$ cat config.mk
export PLATFORM = sky130hd
export DESIGN_NAME = mm2s_cmd_scheduler_flat
export DESIGN_NICKNAME = d
export VERILOG_FILES = /design/src/rtl/mm2s_cmd_scheduler_if.sv /design/src/rtl/mm2s_cmd_scheduler.sv /design/src/flat_wrapper.sv
export SDC_FILE = /design/constraint.sdc
export NUM_CORES = 1
export LEC_CHECK = 0
export CORE_ASPECT_RATIO = 1.1
export CORE_MARGIN = 2
export CORE_UTILIZATION = 30
export DETAILED_ROUTE_END_ITERATION = 10
export PLACE_DENSITY = 0.48
export REMOVE_ABC_BUFFERS = 1
export SLEW_MARGIN = 10
export SYNTH_ARGS = -nofsm -noshare
export SYNTH_HDL_FRONTEND = slang
export SYNTH_SLANG_ARGS = --single-unit
$ cat constraint.sdc
create_clock -name axis_st_clk -period 9.6 [get_ports axis_st_clk]
set_input_delay 0.96 -clock axis_st_clk [delete_from_list [all_inputs] [get_ports axis_st_clk]]
set_output_delay 0.96 -clock axis_st_clk [all_outputs]
set_load 0.05 [all_outputs]
$ cat src/rtl/mm2s_cmd_scheduler_if.sv
// DataMover command and status streams between the MM2S scheduler and the DataMover.
interface mm2s_cmd_scheduler_if;
    logic [71:0] m_axis_cmd_tdata;
    logic        m_axis_cmd_tvalid;
    logic        m_axis_cmd_tready;
    logic [7:0]  s_axis_sts_tdata;
    logic        s_axis_sts_tvalid;
    logic        s_axis_sts_tready;

    modport master (
        output m_axis_cmd_tdata, m_axis_cmd_tvalid, s_axis_sts_tready,
        input  m_axis_cmd_tready, s_axis_sts_tdata, s_axis_sts_tvalid
    );

    modport slave (
        input  m_axis_cmd_tdata, m_axis_cmd_tvalid, s_axis_sts_tready,
        output m_axis_cmd_tready, s_axis_sts_tdata, s_axis_sts_tvalid
    );
endinterface

$ cat src/rtl/mm2s_cmd_scheduler.sv
// Slices a capture region into fixed-size DataMover read commands, optionally looping,
// with the number of unanswered commands capped by the status stream.
module mm2s_cmd_scheduler #(
    parameter int PACKET_SIZE     = 4096,
    parameter int MAX_OUTSTANDING = 4
) (
    input  logic                 axis_st_clk,
    input  logic                 axis_st_rstb,
    mm2s_cmd_scheduler_if.master dm,
    input  logic                 read_start,
    input  logic                 read_stop,
    input  logic                 read_reset,
    input  logic                 loop_en,
    input  logic [31:0]          start_address,
    input  logic [31:0]          cap_size,
    output logic                 busy,
    output logic                 done,
    output logic                 err,
    output logic [31:0]          cmd_count,
    output logic [7:0]           run_cycles,
    output logic [7:0]           last_status
);
    localparam logic [31:0] PKT     = 32'(PACKET_SIZE);
    localparam logic [3:0]  MAX_OUT = 4'(MAX_OUTSTANDING);

    typedef enum logic [1:0] {IDLE, CMD, DRAIN, ERR} state_t;

    state_t      state;
    logic [31:0] base;
    logic [31:0] size;
    logic [31:0] offset;
    logic [3:0]  outstanding;
    logic        stop_pending;
    logic [71:0] cmd_tdata;
    logic        cmd_tvalid;

    logic        hs;
    logic        sts_beat;
    logic        sts_bad;
    logic        sts_dec;
    logic        stop_now;
    logic        chunk_last;
    logic [31:0] next_off;
    logic [3:0]  out_next;

    function automatic logic [71:0] build_cmd(input logic [31:0] b, input logic [31:0] s,
                                              input logic [31:0] off, input logic [3:0] tag);
        logic [31:0] remaining;
        logic        last;
        logic [22:0] btt;
        remaining = s - off;
        last      = (remaining <= PKT);
        btt       = last ? remaining[22:0] : PKT[22:0];
        return {4'h0, tag, b + off, 1'b0, last, 6'h00, 1'b1, btt};
    endfunction

    always_comb begin
        hs         = cmd_tvalid & dm.m_axis_cmd_tready;
        sts_beat   = dm.s_axis_sts_tvalid;
        sts_bad    = sts_beat & ((dm.s_axis_sts_tdata[6:4] != 3'd0) | ~dm.s_axis_sts_tdata[7]);
        sts_dec    = sts_beat & ((outstanding != 4'd0) | hs);
        stop_now   = stop_pending | read_stop | sts_bad;
        // The command being handed off carries its own BTT and last-chunk flag.
        chunk_last = cmd_tdata[30];
        next_off   = chunk_last ? 32'd0 : offset + {9'd0, cmd_tdata[22:0]};
        out_next   = outstanding;
        if (hs && !sts_dec)
            out_next = outstanding + 4'd1;
        else if (!hs && sts_dec)
            out_next = outstanding - 4'd1;
    end

    always_ff @(posedge axis_st_clk or negedge axis_st_rstb) begin
        if (!axis_st_rstb) begin
            state        <= IDLE;
            base         <= '0;
            size         <= '0;
            offset       <= '0;
            outstanding  <= '0;
            stop_pending <= 1'b0;
            cmd_tdata    <= '0;
            cmd_tvalid   <= 1'b0;
            done         <= 1'b0;
            err          <= 1'b0;
            cmd_count    <= '0;
            run_cycles   <= '0;
            last_status  <= '0;
        end else if (read_reset) begin
            state        <= IDLE;
            base         <= '0;
            size         <= '0;
            offset       <= '0;
            outstanding  <= '0;
            stop_pending <= 1'b0;
            cmd_tdata    <= '0;
            cmd_tvalid   <= 1'b0;
            done         <= 1'b0;
            err          <= 1'b0;
            cmd_count    <= '0;
            run_cycles   <= '0;
            last_status  <= '0;
        end else begin
            done        <= 1'b0;
            outstanding <= out_next;
            if (sts_beat) begin
                last_status <= dm.s_axis_sts_tdata;
                if (sts_bad) begin
                    err          <= 1'b1;
                    stop_pending <= 1'b1;
                end
            end
            case (state)
                IDLE: begin
                    if (read_start && cap_size != 32'd0) begin
                        base         <= start_address;
                        size         <= cap_size;
                        offset       <= '0;
                        cmd_count    <= '0;
                        run_cycles   <= '0;
                        err          <= 1'b0;
                        stop_pending <= 1'b0;
                        cmd_tdata    <= build_cmd(start_address, cap_size, 32'd0, 4'd0);
                        cmd_tvalid   <= 1'b1;
                        state        <= CMD;
                    end
                end
                CMD: begin
                    if (read_stop)
                        stop_pending <= 1'b1;
                    if (hs) begin
                        cmd_count <= cmd_count + 32'd1;
                        offset    <= next_off;
                        if (chunk_last)
                            run_cycles <= run_cycles + 8'd1;
                        if (stop_now || (chunk_last && !loop_en)) begin
                            cmd_tvalid <= 1'b0;
                            state      <= DRAIN;
                        end else if (out_next < MAX_OUT) begin
                            cmd_tdata <= build_cmd(base, size, next_off, cmd_count[3:0] + 4'd1);
                        end else begin
                            cmd_tvalid <= 1'b0;
                        end
                    end else if (!cmd_tvalid) begin
                        // A raised tvalid is never withdrawn; only an idle slot may stop or refill.
                        if (stop_now) begin
                            state <= DRAIN;
                        end else if (out_next < MAX_OUT) begin
                            cmd_tdata  <= build_cmd(base, size, offset, cmd_count[3:0]);
                            cmd_tvalid <= 1'b1;
                        end
                    end
                end
                DRAIN: begin
                    if (outstanding == 4'd0) begin
                        if (err) begin
                            state <= ERR;
                        end else begin
                            state <= IDLE;
                            done  <= 1'b1;
                        end
                    end
                end
                ERR: state <= ERR;
                default: state <= IDLE;
            endcase
        end
    end

    assign dm.m_axis_cmd_tdata  = cmd_tdata;
    assign dm.m_axis_cmd_tvalid = cmd_tvalid;
    assign dm.s_axis_sts_tready = 1'b1;
    assign busy                 = (state != IDLE);
endmodule

$ cat src/flat_wrapper.sv
// flat-port wrapper written by rule: the top's interface ports become plain ports
module mm2s_cmd_scheduler_flat 
#(
    parameter int PACKET_SIZE     = 4096,
    parameter int MAX_OUTSTANDING = 4
)
  (axis_st_clk, axis_st_rstb, read_start, read_stop, read_reset, loop_en, start_address, cap_size, busy, done, err, cmd_count, run_cycles, last_status, dm_m_axis_cmd_tdata, dm_m_axis_cmd_tvalid, dm_s_axis_sts_tready, dm_m_axis_cmd_tready, dm_s_axis_sts_tdata, dm_s_axis_sts_tvalid);
  mm2s_cmd_scheduler_if dm_i ();
  input  logic axis_st_clk;
  input  logic axis_st_rstb;
  input  logic read_start;
  input  logic read_stop;
  input  logic read_reset;
  input  logic loop_en;
  input  logic [31:0] start_address;
  input  logic [31:0] cap_size;
  output logic busy;
  output logic done;
  output logic err;
  output logic [31:0] cmd_count;
  output logic [7:0] run_cycles;
  output logic [7:0] last_status;
  output wire logic [$bits(dm_i.m_axis_cmd_tdata)-1:0] dm_m_axis_cmd_tdata;
  output wire logic [$bits(dm_i.m_axis_cmd_tvalid)-1:0] dm_m_axis_cmd_tvalid;
  output wire logic [$bits(dm_i.s_axis_sts_tready)-1:0] dm_s_axis_sts_tready;
  input wire logic [$bits(dm_i.m_axis_cmd_tready)-1:0] dm_m_axis_cmd_tready;
  input wire logic [$bits(dm_i.s_axis_sts_tdata)-1:0] dm_s_axis_sts_tdata;
  input wire logic [$bits(dm_i.s_axis_sts_tvalid)-1:0] dm_s_axis_sts_tvalid;
  assign dm_m_axis_cmd_tdata = dm_i.m_axis_cmd_tdata;
  assign dm_m_axis_cmd_tvalid = dm_i.m_axis_cmd_tvalid;
  assign dm_s_axis_sts_tready = dm_i.s_axis_sts_tready;
  assign dm_i.m_axis_cmd_tready = dm_m_axis_cmd_tready;
  assign dm_i.s_axis_sts_tdata = dm_s_axis_sts_tdata;
  assign dm_i.s_axis_sts_tvalid = dm_s_axis_sts_tvalid;
  mm2s_cmd_scheduler #(.PACKET_SIZE(PACKET_SIZE), .MAX_OUTSTANDING(MAX_OUTSTANDING)) u_core (.axis_st_clk(axis_st_clk), .axis_st_rstb(axis_st_rstb), .dm(dm_i), .read_start(read_start), .read_stop(read_stop), .read_reset(read_reset), .loop_en(loop_en), .start_address(start_address), .cap_size(cap_size), .busy(busy), .done(done), .err(err), .cmd_count(cmd_count), .run_cycles(run_cycles), .last_status(last_status));
endmodule
==> flow_summary.json <==
{
  "run_status": "finished clean",
  "clk_root_buffer_cell": "clkbuf_16",
  "postPlaceCellArea_um2": 19910,
  "drt_iter0_markers": 1340,
  "number_of_enable_type_register_cells_in_the_synthesized_netlist": 0,
  "setup_ws_ns": 1.924,
  "seqCellArea_um2": 5380,
  "clock_path_buffers": 3,
  "hold_path_class": "input pin to asynchronous set/reset pin",
  "combinationalPowerShare_pct": 46.2,
  "dr_wl_met3_um": 2850,
  "worstSkewPairLatency_ns": 0.57,
  "cap_viol_max_count": 0,
  "drt-vias-per-instance": 5.507,
  "drc": 0,
  "ys_warn_count": 0,
  "multi_input_area_um2": 11210,
  "swShare_pct": 43.11,
  "critical_path_arrival_ns": 8.19,
  "tritoncts_clock_tree": "built",
  "worst_setup_path_start_kind": "flip-flop",
  "initial_util_pct": 30.27,
  "post_cts_setup_buffer_count": 0,
  "synth_async_sr_flop_share_pct": 100.0,
  "dr.max_layer_used": "met4",
  "maxSlewHeadroom_pct": 8.160,
  "fin_setup_tns_ns": 0,
  "syn_inst": 2148,
  "report.final.hold_viol_count": 0,
  "seq_area_frac_synth_pct": 31.06,
  "postSynthRegisterBits": 215,
  "die_w_um": 233.1,
  "global_route_usage_sum_pct": 21.55,
  "irDropWorstVdd_uv": 120.7,
  "core_rows": 92,
  "worst-setup-path-type": "flip-flop to flip-flop",
  "share_of_post_route_cells_with_drive_strength_above_1_pct": 5.356,
  "fmax_mhz": 130.3,
  "place.detailed.hpwl_um": 48830,
  "synth_area_per_cell_um2": 8.063,
  "total_setup_violations_reported_at_the_end_of_the_flow": 0,
  "grt_pass1_vias": 16510,
  "finish.net_count": 2497,
  "fin_crit_sh_pct": 79.96,
  "grt_first_pass_wirelength_um": 100400,
  "finalWirelength_um": 65690,
  "dp.cells": 3015,
  "synthDistinctLibCells": 95,
  "cp_data_required_time_ns": 10.11,
  "dieHeight_um": 256,
  "routed_len_inst_um": 21.41,
  "share_seq_of_total_power_pct": 26.3,
  "overflow_after_grt": 0,
  "worst_slew_pin_slew_ns": 1.343,
  "drt-met1-wl_um": 28990,
  "cts-htree-levels": 1,
  "synth_top_flop_cell": "dfrtp_1",
  "dp_worst_setup_slack_ns": 2.100,
  "cts.clk_slew.worst_paths_ns": 0.06,
  "synthesis.area_um2": 17320,
  "core-area_um2": 57210,
  "drt_pre_antenna_iters": 5,
  "area_delta_synth_final_pct": 20.57,
  "cp-end-kind": "flip-flop",
  "antenna_left": 0,
  "cp-startpoint": "u_core.offset[0]",
  "tritoncts_buffers": 28,
  "clock_power_share_pct": 27.5,
  "post_cts_resize_count": 0,
  "cts_num_sinks": 215,
  "power_leakage_nw": 9.138,
  "slew_violations": 0,
  "setup_repair_after_global_routing_missed_its_margin": "false",
  "power_dissipated_by_switching_net_loads_mw": 1.757,
  "nFillCells": 5941,
  "detailroute.via_count": 16896,
  "met2_wirelength_um": 32790,
  "maximum_number_of_pins_on_one_net_before_global_route_repair": 92,
  "io-pin-count": 205,
  "die-area_um2": 59670,
  "hold_buffers": 0,
  "count_of_non_filler_cells_in_the_finished_layout": 3068,
  "worst_clock_skew_ns": 0.008928,
  "crit-reg2reg-launch": "u_core.offset[0]",
  "p_int_mw": 2.318,
  "grt_antenna_before_repair": 0,
  "powerDensity_nw_per_um2": 195.1,
  "placement.io_buffers": 192,
  "crit_fanout": 13,
  "design_area_um2": 20880,
  "final.min_clock_period_ns": 7.676,
  "globalplace.congestion": 0.9010
}
## synthesized netlist by cell type (11+ instances only)
| master | instances | area [um2] |
|---|---|---|
| o21bai_1 | 11 | 82.58 |
| nor3_1 | 36 | 180.2 |
| or3_1 | 22 | 137.6 |
| mux2i_1 | 16 | 160.2 |
| ha_1 | 120 | 1501 |
| o21a_1 | 20 | 150.1 |
| or2_2 | 12 | 75.07 |
| nor4_1 | 17 | 106.4 |
| buf_4 | 14 | 105.1 |
| o31ai_1 | 29 | 217.7 |
| xor2_1 | 46 | 402.9 |
| clkbuf_1 | 75 | 281.5 |
| nor2_1 | 157 | 589.3 |
| a21o_1 | 45 | 337.8 |
| nand3b_1 | 60 | 450.4 |
| dfrtp_1 | 215 | 5380 |
| xnor2_1 | 59 | 516.8 |
| a211oi_1 | 17 | 127.6 |
| o21ai_0 | 167 | 835.8 |
| nand2b_1 | 26 | 162.7 |
| inv_1 | 76 | 285.3 |
| a22o_1 | 19 | 166.4 |
| and2_1 | 23 | 143.9 |
| o21ai_1 | 13 | 65.06 |
| nand3_1 | 56 | 280.3 |
| o211ai_1 | 12 | 90.09 |
| and3_1 | 24 | 150.1 |
| o22ai_1 | 11 | 68.82 |
| a21oi_1 | 181 | 905.9 |
| nor2b_1 | 16 | 100.1 |
| nand2_1 | 308 | 1156 |
| a31oi_1 | 16 | 100.1 |
| nand4_1 | 37 | 231.5 |
## power groups by stage
stage / combinational (mW) / clock [mW] / sequential (mW)
after floorplan: 1.09 / 0 / 1.22
after global placement: 1.86 / 0 / 1.09
after detailed placement: 1.86 / 0 / 1.09
after CTS: 1.87 / 1.15 / 1.07
after global routing: 2.04 / 1.18 / 1.08
final: 1.88 / 1.12 / 1.07
## cells by family (layout without fill, tap and decap cells)
logic type | Yosys count | count (layout) | share of synthesized area (%)
and+or+nand+nor | 840 | 840 | 24.17
AOI/OAI and AO/OA | 656 | 656 | 24.43
DFF | 215 | 215 | 31.06
buffers and inverters | 186 | 343 | 4.645
adders and majority gates | 124 | 124 | 9.132
xor gates and xnor gates | 106 | 106 | 5.404
muxes | 19 | 19 | 1.120
other | 2 | 13 | 0.04336
## worst max-delay path, cell delays in order (launching register included)
cell and delay (ns):
dfrtp_1 0.38, ha_1 0.28, fa_1 0.27, a21o_1 0.14, a21oi_1 0.11, o21ai_0 0.25, a31oi_1 0.20, o311a_1 0.48
o31ai_1 0.72, o21ai_0 0.21, o21ai_0 0.20, a21oi_1 0.10, xnor2_1 0.29, nand2_1 0.11, ha_1 0.56, nand4_1 0.16
nor3_1 0.25, nand2_1 0.09, a21oi_1 0.25, nor2_1 0.11, o31a_1 0.29, a2111oi_0 0.60, nand4_1 0.57, nor3_1 0.64
and3_1 0.26, a21o_1 0.09
## final cells by class
type                       count  share of cell area (%)
multi-input combinational   1757                   53.67
antenna                        1                 0.01198
inverter                      76                   1.366
clock buffer                  41                   3.978
timing repair buffer         215                   10.04
clock inverter                11                  0.6591
tap                          752                   4.506
sequential                   215                   25.76
## cell usage in the layout (no fill, tap or decap), types with 29 or more instances in the layout
cell             count
nand2_1            306
o31ai_1             29
nor2_1             152
ha_1               120
nand3_1             56
a21o_1              45
nor3_1              36
nand3b_1            60
inv_1               76
a21oi_1            180
nand4_1             37
xor2_1              46
clkdlybuf4s50_1    190
dfrtp_1            215
xnor2_1             59
o21ai_0            167
clkbuf_16           29
## per-stage QoR
step           util (%)  hold slack [ns]  power (mW)
3_3_place_gp      34.80           0.4557       2.947
4_1_cts           36.50           0.4363       4.095
3_5_place_dp      34.80           0.4627       2.947
2_1_floorplan         -           0.4428       2.305
6_report          36.50           0.4207       4.075
5_1_grt           36.50           0.4654       4.305
## registers in the layout, summed over array words and instances, names as in the netlist
name	count
u_core.dm.m_axis_cmd_tdata	61
u_core.last_status	8
u_core.base	32
u_core.offset	32
u_core.state	2
u_core.run_cycles	8
u_core.size	32
u_core.cmd_count	32
u_core.done	1
u_core.dm.m_axis_cmd_tvalid	1
u_core.stop_pending	1
u_core.err	1
u_core.outstanding	4
## path summary, 6_finish.rpt
kind,endpoint,slack (ns),cells past startpoint
setup / recovery,u_core.dm.m_axis_cmd_tdata[1],1.92,25
hold reg to reg,u_core.base[0],0.47,2
min in group axis_st_clk,u_core.base[0],0.47,2
max in group asynchronous,u_core.size[20],7.79,2
hold / removal,u_core.dm.m_axis_cmd_tdata[23],0.42,1
setup reg to reg,u_core.dm.m_axis_cmd_tdata[1],1.92,25
## per-layer routing
layer	global-route usage, %	vias up
met1	28.20	8324
li1	-	8104
met4	4.229	0
met3	2.551	62
met2	37.96	406
met5	0	-
(Power assumes the default switching activity.)
